File: src/rtl/sseg_pkg.sv
// Shared types, decode table and helpers for the four-digit seven-segment scanner.
package sseg_pkg;

    typedef logic [1:0] anode_idx_t;
    typedef logic [6:0] seg_t;

    // One displayable frame: four hex nibbles plus a per-digit enable mask.
    typedef struct packed {
        logic [15:0] digits;
        logic [3:0]  mask;
    } frame_t;

    localparam seg_t SSEG_BLANK = 7'b1111111;

    // Active-low gfedcba patterns, entry n is the glyph for hex value n.
    localparam seg_t [15:0] SSEG_TABLE = {
        7'b0001110,  // F
        7'b0000110,  // E
        7'b0100001,  // d
        7'b1000110,  // C
        7'b0000011,  // b
        7'b0001000,  // A
        7'b0010000,  // 9
        7'b0000000,  // 8
        7'b1111000,  // 7
        7'b0000010,  // 6
        7'b0010010,  // 5
        7'b0011001,  // 4
        7'b0110000,  // 3
        7'b0100100,  // 2
        7'b1111001,  // 1
        7'b1000000   // 0
    };

    function automatic logic [3:0] frame_nibble(input logic [15:0] digits, input anode_idx_t idx);
        return digits[{idx, 2'b00} +: 4];
    endfunction

endpackage

File: src/rtl/sseg_decode.sv
// Hex nibble to active-low seven-segment pattern; purely combinational.
module sseg_decode
    import sseg_pkg::*;
(
    input  logic [3:0] nibble,
    output logic [6:0] seg
);

    assign seg = SSEG_TABLE[nibble];

endmodule

File: src/rtl/sseg_scanner.sv
// Four-digit multiplexed seven-segment scanner with a one-deep frame buffer;
// new frames take effect only at frame boundaries so a frame never tears.
module sseg_scanner
    import sseg_pkg::*;
#(
    parameter int unsigned CLK_HZ   = 100_000_000,
    parameter int unsigned DIGIT_HZ = 1_000
) (
    input  logic        clk,
    input  logic        rst_n,
    input  logic        load_valid,
    output logic        load_ready,
    input  logic [15:0] load_digits,
    input  logic [3:0]  load_en,
    output logic [6:0]  sseg,
    output logic [1:0]  anode_index,
    output logic        is_led_on,
    output logic        frame_tick
);

    localparam int unsigned TICKS = CLK_HZ / DIGIT_HZ;
    localparam int unsigned CNT_W = (TICKS < 2) ? 1 : $clog2(TICKS);
    localparam logic [CNT_W-1:0] PRESC_MAX = CNT_W'(TICKS - 1);

    generate
        if (TICKS < 2) begin : g_ticks_check
            $error("sseg_scanner: CLK_HZ/DIGIT_HZ must be at least 2");
        end
    endgenerate

    logic [CNT_W-1:0] presc_q, presc_d;
    anode_idx_t       anode_q, anode_d;
    frame_t           active_q, active_d;
    frame_t           pending_q, pending_d;
    logic             pending_full_q, pending_full_d;
    logic             load_ready_q, load_ready_d;
    logic             frame_tick_q, frame_tick_d;
    seg_t             sseg_q, sseg_d;
    logic             led_q, led_d;

    logic             step;
    logic             boundary;
    logic             transfer;
    logic [3:0]       cur_nibble;
    seg_t             cur_seg;

    always_comb begin : p_scan_next
        step         = (presc_q == PRESC_MAX);
        boundary     = step && (anode_q == 2'd0);
        presc_d      = step ? '0 : presc_q + CNT_W'(1);
        anode_d      = step ? anode_q - 2'd1 : anode_q;
        frame_tick_d = boundary;
    end

    always_comb begin : p_frame_next
        // NOTE: every signal written here gets a default first, so no path can infer a latch.
        active_d       = active_q;
        pending_d      = pending_q;
        pending_full_d = pending_full_q;
        transfer       = load_valid && load_ready_q;

        if (boundary && pending_full_q) begin
            active_d       = pending_q;
            pending_full_d = 1'b0;
        end

        // Only reachable with pending empty, so it never races the promotion above.
        if (transfer) begin
            pending_d      = '{digits: load_digits, mask: load_en};
            pending_full_d = 1'b1;
        end

        load_ready_d = !pending_full_d;
    end

    // Look ahead to the next digit and next active frame so a freshly promoted
    // frame is visible on digit 3 in the very cycle after the boundary.
    assign cur_nibble = frame_nibble(active_d.digits, anode_d);

    sseg_decode u_decode (
        .nibble (cur_nibble),
        .seg    (cur_seg)
    );

    always_comb begin : p_out_next
        led_d  = active_d.mask[anode_d];
        sseg_d = led_d ? cur_seg : SSEG_BLANK;
    end

    // NOTE: non-blocking assignments only, so every flop samples pre-edge values.
    always_ff @(posedge clk) begin : p_regs
        if (!rst_n) begin
            // NOTE: frame data is cleared too, so reset discards both shown and queued frames.
            presc_q        <= '0;
            anode_q        <= 2'd3;
            active_q       <= '0;
            pending_q      <= '0;
            pending_full_q <= 1'b0;
            load_ready_q   <= 1'b0;
            frame_tick_q   <= 1'b0;
            sseg_q         <= SSEG_BLANK;
            led_q          <= 1'b0;
        end else begin
            presc_q        <= presc_d;
            anode_q        <= anode_d;
            active_q       <= active_d;
            pending_q      <= pending_d;
            pending_full_q <= pending_full_d;
            load_ready_q   <= load_ready_d;
            frame_tick_q   <= frame_tick_d;
            sseg_q         <= sseg_d;
            led_q          <= led_d;
        end
    end

    assign load_ready  = load_ready_q;
    assign anode_index = anode_q;
    assign sseg        = sseg_q;
    assign is_led_on   = led_q;
    assign frame_tick  = frame_tick_q;

endmodule

File: config.mk
export PLATFORM = sky130hd
export DESIGN_NAME = sseg_scanner
export DESIGN_NICKNAME = d
export VERILOG_FILES = /design/src/rtl/sseg_pkg.sv /design/src/rtl/sseg_decode.sv /design/src/rtl/sseg_scanner.sv
export SDC_FILE = /design/constraint.sdc
export NUM_CORES = 1
export LEC_CHECK = 0
export CAP_MARGIN = 10
export CORE_UTILIZATION = 31
export DETAILED_ROUTE_END_ITERATION = 12
export PLACE_DENSITY = 0.59
export SETUP_SLACK_MARGIN = 0.5
export SLEW_MARGIN = 20
export SYNTH_ARGS = -nofsm -noshare
export SYNTH_HDL_FRONTEND = slang
export SYNTH_SLANG_ARGS = --single-unit
File: constraint.sdc
create_clock -name clk -period 4 [get_ports clk]
set_input_delay 0.8 -clock clk [delete_from_list [all_inputs] [get_ports clk]]
set_output_delay 0.8 -clock clk [all_outputs]
set_load 0.01 [all_outputs]
# After elaboration in Yosys (flattened, before gate mapping)
# Memories as Yosys holds them, arrays and structs flattened. A register that Yosys moved wholly into a read port is not among the register bits.
# Cells that the tools add are included.
[totals] register_bits=63 n_memories=1 output_inout_bits=12 in_bits=23 elab_cells=31 mem_bits_ro=112
[memory_table] name="(name not given)" depth=16 word_bits=7 read_ports=1 rd_clocked_by_memory_dff=1 write_ports=0 line_no="sseg_decode.sv:9" rtl="assign seg = SSEG_TABLE[nibble];"
[classes] shifts=1 bitwise_logic=1 order_cmp=1 addsub=2 eq_ne=1 mux=6 reduce_logical=8
[op_table] op="20-bit 2-to-1 mux" count=1
[op_table] op="17-bit by 1-bit adder with 17-bit output (second input constant)" count=1
[op_table] op="17-bit == test (second input constant)" count=1
[op_table] op="16-bit by 5-bit indexed part select with 4-bit output" count=1
[op_table] op="1-bit logical AND" count=3
[op_table] op="2-bit by 3-bit < comparator with 1-bit output (second input constant)" count=1
[op_table] op="1-bit 2-to-1 mux" count=3
[op_table] op="1-bit binary-select mux with 2-bit select" count=1
[op_table] op="1-bit logical NOT" count=2
[op_table] op="2-bit logical NOT" count=1
[op_table] op="2-bit 2-to-1 mux" count=1
[op_table] op="2-bit AND reduction" count=1
[op_table] op="2-bit OR reduction" count=1
[op_table] op="2-bit by 1-bit subtractor with 2-bit output (second input constant)" count=1
[op_table] op="1-bit NOT" count=1

# Logic depth before layout (Yosys ltp)
# Gate-level depths: netlist of the first run.
[depth] word_depth=8 mapped_depth=16

# By module
# From an unflattened synthesis of the first run, not the netlist that was laid out.
[hier_totals] cells_unflattened=375 hier_area_um2=3340.7
[modules_own_cells] module="sseg_scanner" area_each_um2=3070.4 cells_each=340 instances=1
[modules_own_cells] module="sseg_decode" area_each_um2=270.3 cells_each=35 instances=1

# Worst setup path after synthesis of the first run
# OpenSTA, ideal clock, no wires.
[synth_timing] path_kind="reg2reg" from="register anode_q[0] (netlist: anode_index[0])" to="register sseg_q[0] (netlist: sseg[0])" setup_slack_ns=0.629 arrival_ns=3.237 n_path_buf=2 stages_incl_launch_ff=16 synth_period_minus_slack_ns=3.371 t_required_ns=3.866 setup_ns=0.134 cell_sequence="dfxtp_1 inv_1 clkbuf_1 ha_1 and2_1 clkbuf_1 nor3_1 mux2_2 a2111oi_1 nor2_1 ha_1 nor3_1 a211o_1 a21oi_1 and3b_1 o21ai_0"
[synth_between] elab_chain_len=8
[synth_rtl] element="start, declared" line_no="sseg_scanner.sv:32" rtl="anode_idx_t anode_q, anode_d;"
[synth_rtl] element="start signal, assigned" line_no="sseg_scanner.sv:105" rtl="anode_q <= anode_d;"
[synth_rtl] element="parallel branches: the longest is 8 deep, another holds 2-bit by 1-bit subtractor with 2-bit output"
[synth_rtl] element="end, declared" line_no="sseg_scanner.sv:38" rtl="seg_t sseg_q, sseg_d;"
# Parallel ways; which one is timed is not known. The select of a mux whose other input is x is not followed.
# A chain may end at the register's enable or synchronous reset.

# Worst setup path after layout of the first run
[layout_timing] from="register presc_q[0]" to="register sseg_q[0] (netlist: sseg[0])"
[layout_between] elab_chain_len=8
[layout_rtl] element="start, declared" line_no="sseg_scanner.sv:31" rtl="logic [CNT_W-1:0] presc_q, presc_d;"
[layout_rtl] element="start signal, assigned" line_no="sseg_scanner.sv:104" rtl="presc_q <= presc_d;"
[layout_rtl] element="17-bit == test (*)" line_no="sseg_scanner.sv:48" rtl="step = (presc_q == PRESC_MAX);"
[layout_rtl] element="1-bit logical AND" line_no="sseg_scanner.sv:49" rtl="boundary = step && (anode_q == 2'd0);"
[layout_rtl] element="1-bit logical AND" line_no="sseg_scanner.sv:62" rtl="if (boundary && pending_full_q) begin"
[layout_rtl] element="20-bit 2-to-1 mux" line_no="sseg_scanner.sv:62"
[layout_rtl] element="1-bit binary-select mux with 2-bit select" line_no="sseg_scanner.sv:86" rtl="led_d = active_d.mask[anode_d];"
[layout_rtl] element="1-bit 2-to-1 mux (implied by the code)" line_no="sseg_scanner.sv:86"
[layout_rtl] element="2-bit AND reduction (no source line)"
[layout_rtl] element="1-bit logical NOT (no source line)"
# Every way passes the cells marked *; elsewhere a longest branch is shown, timed or not. The select of a mux whose other input is x is not followed.

==> results by group, run 1 <==
Critical path
  – Register-to-Register Path Depth: 12
  – Reg-to-Reg End: sseg[0]$_SDFF_PN1_
  – RR Startpoint: presc_q[0]$_SDFF_PP0_
  – CP Capture Type: flip-flop
  – CP required: 4.26 ns
  – FF-to-FF setup slack: 0.82 ns
  – Beginning of the critical path: presc_q[0]$_SDFF_PP0_
  – Data arrival, critical path: about 3.4 ns
  – End point of the critical path: sseg[0]$_SDFF_PN1_
  – Critical path type: reg2reg
  – CP startpoint kind: flip-flop
  – Crit Path Max Fanout: 10

Flow run
  – Maxcap violations: 0

Min path
  – Worst hold-check path type: reg2reg
  – Hold path cells: 2

Yosys
  – Area contributors post-synth: dfxtp_1, nand2_1, a21boi_0, mux2i_1, mux2_2
  – Synth Warn #: 0
  – Cells after Synth: about 400
  – Syn nets: 434
  – Cell Area, Synth: about 3600 µm²
  – Seq cells post-synth: 70
  – Post-synth EDFFs: 0
  – Post-synth ARST share: 0%
  – Count of different cell masters after synthesis: 49
  – Mean post-synth cell area: 8.83 µm²
  – Synth top area share: 39.4%
  – Seq/Total Area, Yosys: 39.4%
  – Top FF cell, synth: dfxtp_1
  – Synth area leader: dfxtp_1

Drt
  – 1st-pass router iterations: 4
  – Post-route ant nets: 0
  – Detailed-route wire length: 8100 µm
  – DR vias/cell: between 4 and 5
  – Vias after detailed routing: around 2800
  – DR iter-0 viols: 118
  – Routed WL per cell: 14.0 µm
  – DRC Markers: 0

Global routing
  – Vias in the first global route: roughly 2800
  – Overall Global Routing Usage: 14.8%
  – Grt total ovfl: 0
  – Global-route wire length before repair: 13700 µm
  – Initial antenna violation count: 0
  – Largest net degree at the start of global routing: 31

Power
  – PwrDens: slightly above 400 nW/µm²
  – Pleak: roughly 1.6 nW
  – Peak VDD IR: about 240 µV

Finish
  – Final non-filler cell total: approximately 580
  – Layout cells sized above 1: 11.6%
  – Area growth from synthesis to layout: 24.6%
  – Ant diodes: 0
  – Fillers: 1127
  – Nets: 465

STA
  – Skew final: 0.00953 ns
  – Tcrit/Tclk final: 79.5%
  – Final min period: 3.18 ns
  – Setup TNS Final: 0 ns
  – Worst setup margin: 0.820 ns
  – Hold Fails Final Rpt: 0
  – Final setup viols: 0
  – Max Fclk: roughly 310 MHz
  – Pins Over Slew Limit: 0
  – Worst-Margin Slew: 0.728 ns
  – Max_slew headroom: 51.5%
  – RSZ-0062 raised after global routing: no

Place
  – Placer Congestion: 0.792
  – PortBufs: 34
  – Post-Place Cells: 561
  – Pre-CTS setup slack: 0.406 ns
  – Post-DP HPWL: 5670 µm

Clock network
  – Number of clock sinks: 70
  – Clock-pin slew on the worst setup and hold paths: 0.06 ns
  – CTS buffer count: 9
  – Clock Latency Late Sink: 0.33 ns
  – CTS tree: done
  – Clk root buf: clkbuf_16
  – H-tree depth: 3
  – Max Buffers Root-to-Sink: 2
  – CTS Hold Buffers Added: 0

Floorplanning
  – IO Pins: 35
  – Die height: 109 µm
  – Die W: 109 µm
  – Core Box Area: 11000 µm²
  – # rows: 38
  – Starting Density: roughly a third
  – Die footprint: 11900 µm²

Status
  – Status: completed
## cell usage in the layout (no fill, tap or decap), types with 2 or more instances in the layout
master            n
mux2i_2           2
nand4_1           3
nand2_1          96
nand3_1           9
or3_1             3
o21a_1            2
and4_1            3
clkbuf_16         9
bufinv_16         4
xor2_1            8
and2_1            5
mux2i_1          16
nor2_1           22
buf_4             8
clkbuf_8          2
a211oi_1          4
a211o_1           2
o21ai_0           6
a21oi_1           3
and3_1            7
o221ai_1          3
inv_1             8
dfxtp_1          70
clkdlybuf4s50_1  34
ha_1              7
xnor2_1           8
o211ai_1          4
a21boi_0         40
mux2_2           10
mux4_2            5
mux4_1            2
nand2b_1          3
nor3_1           10
## worst max-delay path, cell delays in order (launching register included)
cell and delay, ns:
dfxtp_1 0.38, ha_1 0.24, and4_1 0.29, and4_4 0.35
mux2_2 0.38, o22a_1 0.30, inv_1 0.12, ha_2 0.24
mux2i_1 0.10, a211o_1 0.29, a21oi_1 0.11, and3b_1 0.17
o21ai_0 0.13
## state kept, by name, summed over array words and instances (netlist names)
signal / count
active_q: 20
anode_index: 2
frame_tick: 1
is_led_on: 1
load_ready: 1
pending_full_q: 1
pending_q: 20
presc_q: 17
sseg: 7
## power by group
part | leakage [nW] | total, W | switching (W) | internal [W]
sequential | 0.567 | 0.000724 | 0.0000124 | 0.000711
combinational | 0.869 | 0.0000649 | 0.0000287 | 0.0000361
clock | 0.186 | 0.00101 | 0.000302 | 0.000707
total | 1.62 | 0.00180 | 0.000344 | 0.00145
## through the flow
step           util (%)  area, µm²  total power (W)  hold slack [ns]
6_report           40.2       4430          0.00180            0.475
5_1_grt            40.2       4430          0.00185            0.489
4_1_cts            39.9       4410          0.00181            0.473
3_5_place_dp       36.4       4020         0.000804            0.459
3_3_place_gp       36.4       4020         0.000803            0.442
2_1_floorplan         -       3560         0.000769            0.430
## repair_timing
| action | 4_1_cts | 5_1_grt |
|---|---|---|
| gates resized for setup | 1 | 5 |
| endpoints found under the hold margin | 0 | 0 |
| pin swaps | 0 | 1 |
| setup endpoints to repair | 1 | 1 |
| buffers inserted | 0 | 2 |
## routing by layer
| metal | GRT usage (%) | part of all wire [%] | vias up |
|---|---|---|---|
| li1 | - | - | 1458 |
| met1 | 20.4 | 53 | 1322 |
| met2 | 22.9 | 43 | 57 |
| met3 | 3.71 | 3.5 | 6 |
| met4 | 4.05 | 0.73 | 0 |
| met5 | 0 | 0 | - |
## area by class of cell
type	instances	area, µm²	area share (%)
Multi-Input combinational cell	302	2030	45.9
Sequential cell	70	1400	31.6
Timing Repair Buffer	42	400	9.03
Clock buffer	11	253	5.70
Tap cell	140	175	3.95
Clock inverter	5	129	2.91
Inverter	9	38.8	0.875
## synthesized netlist by cell type (5+ instances only)
| master | count |
|---|---|
| nor3_1 | 10 |
| xor2_1 | 8 |
| ha_1 | 8 |
| mux2i_1 | 17 |
| clkbuf_1 | 18 |
| and2_1 | 5 |
| mux2_2 | 10 |
| nand3_1 | 9 |
| mux4_2 | 5 |
| nand2_1 | 97 |
| dfxtp_1 | 70 |
| nor2_1 | 22 |
| a21boi_0 | 40 |
| and3_1 | 7 |
| xnor2_1 | 8 |
| o21ai_0 | 6 |
| inv_1 | 8 |
## logic make-up after synthesis
| family | count (synthesis) | synth area share, % |
|---|---|---|
| DFF | 70 | 39.4 |
| xor gates and xnor gates | 16 | 3.94 |
| adders and majority gates | 8 | 2.81 |
| and+or+nand+nor | 172 | 22.1 |
| muxes | 36 | 13.4 |
| buffers and inverters | 31 | 3.87 |
| AOI/OAI and AO/OA | 70 | 14.5 |
## how the worst min path moves through the flow
stage / endpoint / slack [ns] / startpoint
2_1_floorplan: presc_q[0]$_SDFF_PP0_ / 0.43 / presc_q[0]$_SDFF_PP0_
3_3_place_gp: presc_q[0]$_SDFF_PP0_ / 0.44 / presc_q[0]$_SDFF_PP0_
3_5_place_dp: presc_q[0]$_SDFF_PP0_ / 0.46 / presc_q[0]$_SDFF_PP0_
4_1_cts: presc_q[0]$_SDFF_PP0_ / 0.47 / presc_q[0]$_SDFF_PP0_
5_1_grt: presc_q[0]$_SDFF_PP0_ / 0.49 / presc_q[0]$_SDFF_PP0_
6_report: active_q[15]$_SDFF_PN0_ / 0.48 / active_q[15]$_SDFF_PN0_
Power figures use the tool's default switching activity.
==> run 2, diff against run 1 <==
Clock period 4 ns to 2.95 ns, I/O delays scaled along.
==> results by group, run 2 (synthesis results as in run 1) <==
Power
  – Clock share of power: 50.3%
  – Switching Fraction: a little under a quarter
  – P_int: 0.00168 W
  – Peak VDD IR: approximately 260 µV
  – Seq pwr share: 45.3%
  – Gate power share: 4.4%
  – PwrDens: 450 nW/µm²
  – Psw: 0.000488 W
  – Pleak: between 1.5 and 2 nW

Clock network
  – Clk root buf: clkbuf_16
  – Max Buffers Root-to-Sink: 2
  – Number of clock sinks: 70
  – CTS buffer count: 9
  – Clock-pin slew on the worst setup and hold paths: 0.06 ns
  – CTS tree: done
  – Clock Latency Late Sink: 0.34 ns
  – H-tree depth: 3
  – CTS Hold Buffers Added: 0

Floorplanning
  – Starting Density: 32.2%
  – Die height: 109 µm
  – # rows: 38
  – IO Pins: 35
  – Die W: about 110 µm
  – Core Box Area: 11000 µm²
  – Die footprint: 11900 µm²

Global routing
  – Vias in the first global route: 2899
  – Grt total ovfl: 0
  – Overall Global Routing Usage: 15.7%
  – Largest net degree at the start of global routing: 49
  – Initial antenna violation count: 0
  – Global-route wire length before repair: 14400 µm

STA
  – Final setup viols: 0
  – Setup TNS Final: 0 ns
  – Final min period: 2.71 ns
  – Max_slew headroom: 55.9%
  – RSZ-0062 raised after global routing: yes
  – Max Fclk: 369 MHz
  – Fin Hold WS: 0.478 ns
  – Hold Fails Final Rpt: 0
  – Skew final: 0.00687 ns
  – Worst-Margin Slew: 0.660 ns
  – Tcrit/Tclk final: between 90% and 100%
  – Pins Over Slew Limit: 0

Min path
  – Worst hold-check path type: reg2reg
  – Worst hold start: active_q[6]$_SDFF_PN0_

Drt
  – Detailed-route wire length: 8570 µm
  – Routed WL per cell: 14.1 µm
  – Vias after detailed routing: 2983
  – DR iter-0 viols: 91
  – 1st-pass router iterations: 4
  – Post-route ant nets: 0
  – DRC Markers: 0
  – DR vias/cell: approximately 5

Finish
  – Fillers: 1090
  – Ant diodes: 0
  – Area growth from synthesis to layout: 35.4%
  – Layout cells sized above 1: 24.1%
  – Commonest non-fill, non-tap cell in the layout: nand2_1
  – Post-route cell area: about 4800 µm²
  – Most frequent cells in the layout: nand2_1, dfxtp_1, a21boi_0
  – Largest regs: active_q (20), pending_q (20), presc_q (17)
  – Nets: 494
  – Final non-filler cell total: 608

Place
  – PortBufs: 34
  – Dpl cell area: 4190 µm²
  – Post-DP HPWL: 5740 µm
  – Placer Congestion: 0.784
  – Post-Place Cells: 571

Critical path
  – Crit Path Max Fanout: 7
  – CP startpoint kind: flip-flop
  – CP required: 3.22 ns
  – Beginning of the critical path: presc_q[5]$_SDFF_PP0_
  – Data arrival, critical path: 2.97 ns
  – CP Capture Type: flip-flop
  – RR Startpoint: presc_q[5]$_SDFF_PP0_
  – Critical path type: reg2reg

Flow run
  – Maxcap violations: 0

Status
  – Status: completed
[run 2: cell count changes in the layout (fill, tap and decap cells not counted), moves of 3 or more]
cell / before / now
buf_4: 8 / 33
buf_6: 0 / 3
bufinv_16: 4 / 1
clkinvlp_4: 0 / 3
dfxtp_1: 70 / 60
dfxtp_2: 0 / 8
ha_1: 7 / 0
ha_4: 0 / 7
inv_1: 8 / 1
inv_2: 0 / 5
mux2_2: 10 / 7
mux2_4: 1 / 4
[run 2: power groups by stage]
stage / sequential, W / combinational (W) / clock [W]
finish: 0.000981 / 0.0000957 / 0.00109
global route: 0.000983 / 0.000107 / 0.00116
CTS: 0.000980 / 0.0000949 / 0.00112
detailed placement: 0.00100 / 0.0000903 / 0
global placement: 0.00100 / 0.0000901 / 0
floorplan: 0.000996 / 0.0000461 / 0
[run 2: critical path: stages, from the launching register on]
cell	delay [ns]
dfxtp_1	0.32
and4bb_2	0.26
buf_4	0.14
and4_4	0.21
or3_1	0.36
and4_4	0.20
nor2_4	0.16
ha_2	0.21
mux2i_1	0.07
a211o_1	0.29
a21oi_1	0.11
and3b_1	0.18
o21ai_1	0.10
[run 2: cell type report]
cell class / instances / area, µm² / area share [%]
clock buffer: 10 / 229 / 4.76
clock inverter: 6 / 70.1 / 1.46
inverter: 9 / 46.3 / 0.962
multi-input combinational: 302 / 2230 / 46.4
sequential: 70 / 1420 / 29.5
tap: 140 / 175 / 3.64
timing repair buffer: 71 / 642 / 13.3
[run 2: stage by stage]
| step | setup WS [ns] | util (%) | power (W) |
|---|---|---|---|
| floorplan | 0.227 | - | 0.00104 |
| global placement | 0.153 | 38.0 | 0.00109 |
| detailed placement | 0.0759 | 38.0 | 0.00109 |
| CTS | 0.262 | 42.5 | 0.00219 |
| global route | 0.0987 | 43.6 | 0.00225 |
| finish | 0.242 | 43.6 | 0.00217 |
[run 2: what timing repair did]
action	4_1_cts	5_1_grt
setup buffers	16	5
endpoints found under the setup margin	7	7
gates resized for setup	18	22
cloned	0	0
pin swaps	9	5
[run 2: path summary, 6_finish.rpt]
check,end,slack (ns),depth (start not counted)
setup / recovery,sseg[0]$_SDFF_PN1_,0.24,12
hold / removal,active_q[6]$_SDFF_PN0_,0.48,2
setup reg to reg,sseg[0]$_SDFF_PN1_,0.24,12
hold reg to reg,active_q[6]$_SDFF_PN0_,0.48,2
[run 2: metal layers]
metal | vias up | GRT usage, % | part of all wire (%) | wire, µm
li1 | 1522 | - | - | -
met1 | 1392 | 21.7 | 52 | 4420
met3 | 7 | 4.42 | 4.0 | 345
met5 | - | 0 | 0 | 0
met4 | 0 | 4.34 | 1.2 | 107
met2 | 62 | 23.5 | 43 | 3700
==> run 3, diff against run 2 <==
Settings changed: ABC_AREA from default to 1.
==> results by group, run 3 <==
Status
  – Status: completed

Drt
  – DR vias/cell: around 4.6
  – 1st-pass router iterations: 4
  – DR iter-0 viols: 151
  – Detailed-route wire length: 7470 µm
  – Routed WL per cell: 11.4 µm
  – DRC Markers: 0
  – Vias after detailed routing: 3017
  – Post-route ant nets: 0

STA
  – Skew final: 0.0118 ns
  – Setup TNS Final: 0 ns
  – Pins Over Slew Limit: 0
  – Final setup viols: 0
  – Worst-Margin Slew: 0.753 ns
  – Max Fclk: 433 MHz
  – Max_slew headroom: 49.7%
  – Final min period: approximately 2.3 ns
  – RSZ-0062 raised after global routing: no
  – Tcrit/Tclk final: 78.2%
  – Hold Fails Final Rpt: 0

Critical path
  – CP Capture Type: flip-flop
  – Worst path cell trace: ha_4 -> nand3_4 -> inv_1 -> nand2_1 -> nor2_1 -> nand4_1 -> buf_6 -> buf_4 -> nand2_1 -> nand3_1 -> nand3_1 -> nand2_2 -> ha_1 -> nand3_1 -> nor2_1 -> nor2_1 -> nand2_1
  – Data arrival, critical path: 2.55 ns
  – CP required: about 3.2 ns
  – CP max stage cell: dfxtp_4
  – Crit Path Max Fanout: 11
  – CP startpoint kind: flip-flop
  – Critical path type: reg2reg
  – Critical path's largest stage delay: 0.37 ns
  – Register-to-Register Path Depth: 17

Yosys
  – Synth area leader: dfxtp_1
  – Top FF cell, synth: dfxtp_1
  – Cells after Synth: 467
  – Seq cells post-synth: 70
  – Count of different cell masters after synthesis: 37
  – Post-synth EDFFs: 0
  – Post-synth ARST share: 0%
  – Top-count cell post-synth: nand2_1
  – Area contributors post-synth: dfxtp_1, nand2_1, nor2_1, nand3_1, inv_1
  – Mean post-synth cell area: 7.20 µm²
  – Synth Warn #: 0
  – Cell Area, Synth: 3360 µm²
  – Seq/Total Area, Yosys: about two fifths
  – Synth cell count leaders: nand2_1, nor2_1, dfxtp_1, nand3_1, inv_1
  – Syn nets: 498
  – Synth top area share: 41.7%

Floorplanning
  – Die height: 106 µm
  – Starting Density: 32.3%
  – IO Pins: 35
  – Core Box Area: ~10000 µm²
  – Die footprint: 11300 µm²
  – # rows: 37
  – Die W: around 110 µm

Clock network
  – H-tree depth: 3
  – Clock Latency Late Sink: 0.35 ns
  – Clk root buf: clkbuf_8
  – Number of clock sinks: 70
  – CTS Hold Buffers Added: 0
  – Clock-pin slew on the worst setup and hold paths: around 0.070 ns
  – CTS tree: done
  – CTS buffer count: 9
  – Max Buffers Root-to-Sink: 2

Finish
  – Ant diodes: 0
  – Most frequent cells in the layout: nand2_1, nor2_1, dfxtp_1
  – Layout cells sized above 1: 17.0%
  – Largest regs: active_q (20), pending_q (20), presc_q (17)
  – Fillers: around 1100
  – Commonest non-fill, non-tap cell in the layout: nand2_1
  – Nets: about 550
  – Area growth from synthesis to layout: 25.8%

Power
  – Total power: 0.00191 W
  – Pleak: ~1.7 nW
  – Peak VDD IR: 293 µV
  – PwrDens: approximately 450 nW/µm²

Global routing
  – Overall Global Routing Usage: 13.6%
  – Global-route wire length before repair: roughly 12000 µm
  – Vias in the first global route: 2604
  – Largest net degree at the start of global routing: 29
  – Grt total ovfl: 0
  – Initial antenna violation count: 0

Min path
  – Hold path cells: 1
  – Worst hold-check path type: reg2reg

Place
  – PortBufs: 34
  – Placer Congestion: around 0.83
  – Post-DP HPWL: approximately 5300 µm

Flow run
  – Maxcap violations: 0
[run 3: cell types whose count changed in the layout (fill, tap and decap cells not counted), moves of 8 or more]
| cell | previous run | this run |
|---|---|---|
| inv_1 | 1 | 45 |
| a21oi_1 | 3 | 21 |
| clkbuf_8 | 0 | 9 |
| a21boi_0 | 40 | 0 |
| clkbuf_16 | 9 | 0 |
| mux2i_1 | 16 | 0 |
| o21ai_0 | 5 | 24 |
| nor3_1 | 9 | 1 |
| nand3_2 | 0 | 12 |
| buf_4 | 33 | 16 |
| nand3_1 | 9 | 49 |
| nor2_1 | 21 | 68 |
[run 3: cell families after synthesis]
logic type               synth area share, %
adder cells (fa/ha/maj)                 2.98
flip-flops                              41.7
AND/OR/NAND/NOR                         37.2
XOR/XNOR                                1.04
buffers and inverters                   8.48
AO/OA/AOI/OAI                           8.67
[run 3: final timing paths]
kind                    startpoint                     to  slack [ns]
max          presc_q[0]$_SDFF_PP0_     sseg[1]$_SDFF_PN1_        0.64
max reg2reg  presc_q[0]$_SDFF_PP0_     sseg[1]$_SDFF_PN1_        0.64
min reg2reg  presc_q[0]$_SDFF_PP0_  presc_q[0]$_SDFF_PP0_        0.44
min          presc_q[0]$_SDFF_PP0_  presc_q[0]$_SDFF_PP0_        0.44
[run 3: per-layer routing]
metal	GRT usage, %	routed length (µm)
met1	17.6	3570
met4	5.95	171
met3	3.31	319
met5	0	0
met2	21.5	3410
[run 3: where the power goes]
| group | internal, W | switching (W) | total, W |
|---|---|---|---|
| Combinational | 0.0000526 | 0.0000548 | 0.000107 |
| Clock | 0.000471 | 0.000349 | 0.000820 |
| Sequential | 0.000970 | 0.0000139 | 0.000984 |
| Total | 0.00149 | 0.000418 | 0.00191 |
[run 3: cell type report]
type	instances	area, µm²	area share (%)
timing repair buffer	51	472	11.2
tap	136	170	4.02
sequential	70	1410	33.3
clock buffer	11	131	3.11
clock inverter	4	72.6	1.72
multi-input combinational	327	1760	41.7
inverter	55	210	4.97
[run 3: critical path, delay by kind of cell, from the launching register on]
kind                     cells  cell delay (ns)
buffers and inverters        3             0.37
adder cells (fa/ha/maj)      2             0.46
AND/OR/NAND/NOR             12             1.00
flip-flops                   1             0.37
[run 3: timing repair]
item                                    CTS  global route
endpoints found under the setup margin    7             7
resized for setup                         3            25
pin swaps                                 1             7
buffers inserted                          7             4
[run 3: metrics by stage]
stage	hold slack, ns	setup slack [ns]	utilization [%]	cells	instance area [µm²]
floorplan	0.418	0.727	-	467	3360
global placement	0.432	0.321	36.9	628	3840
CTS	0.454	0.500	39.5	650	4120
finish	0.444	0.642	40.6	654	4230
global route	0.457	0.493	40.6	654	4230
detailed placement	0.440	0.193	36.9	628	3840
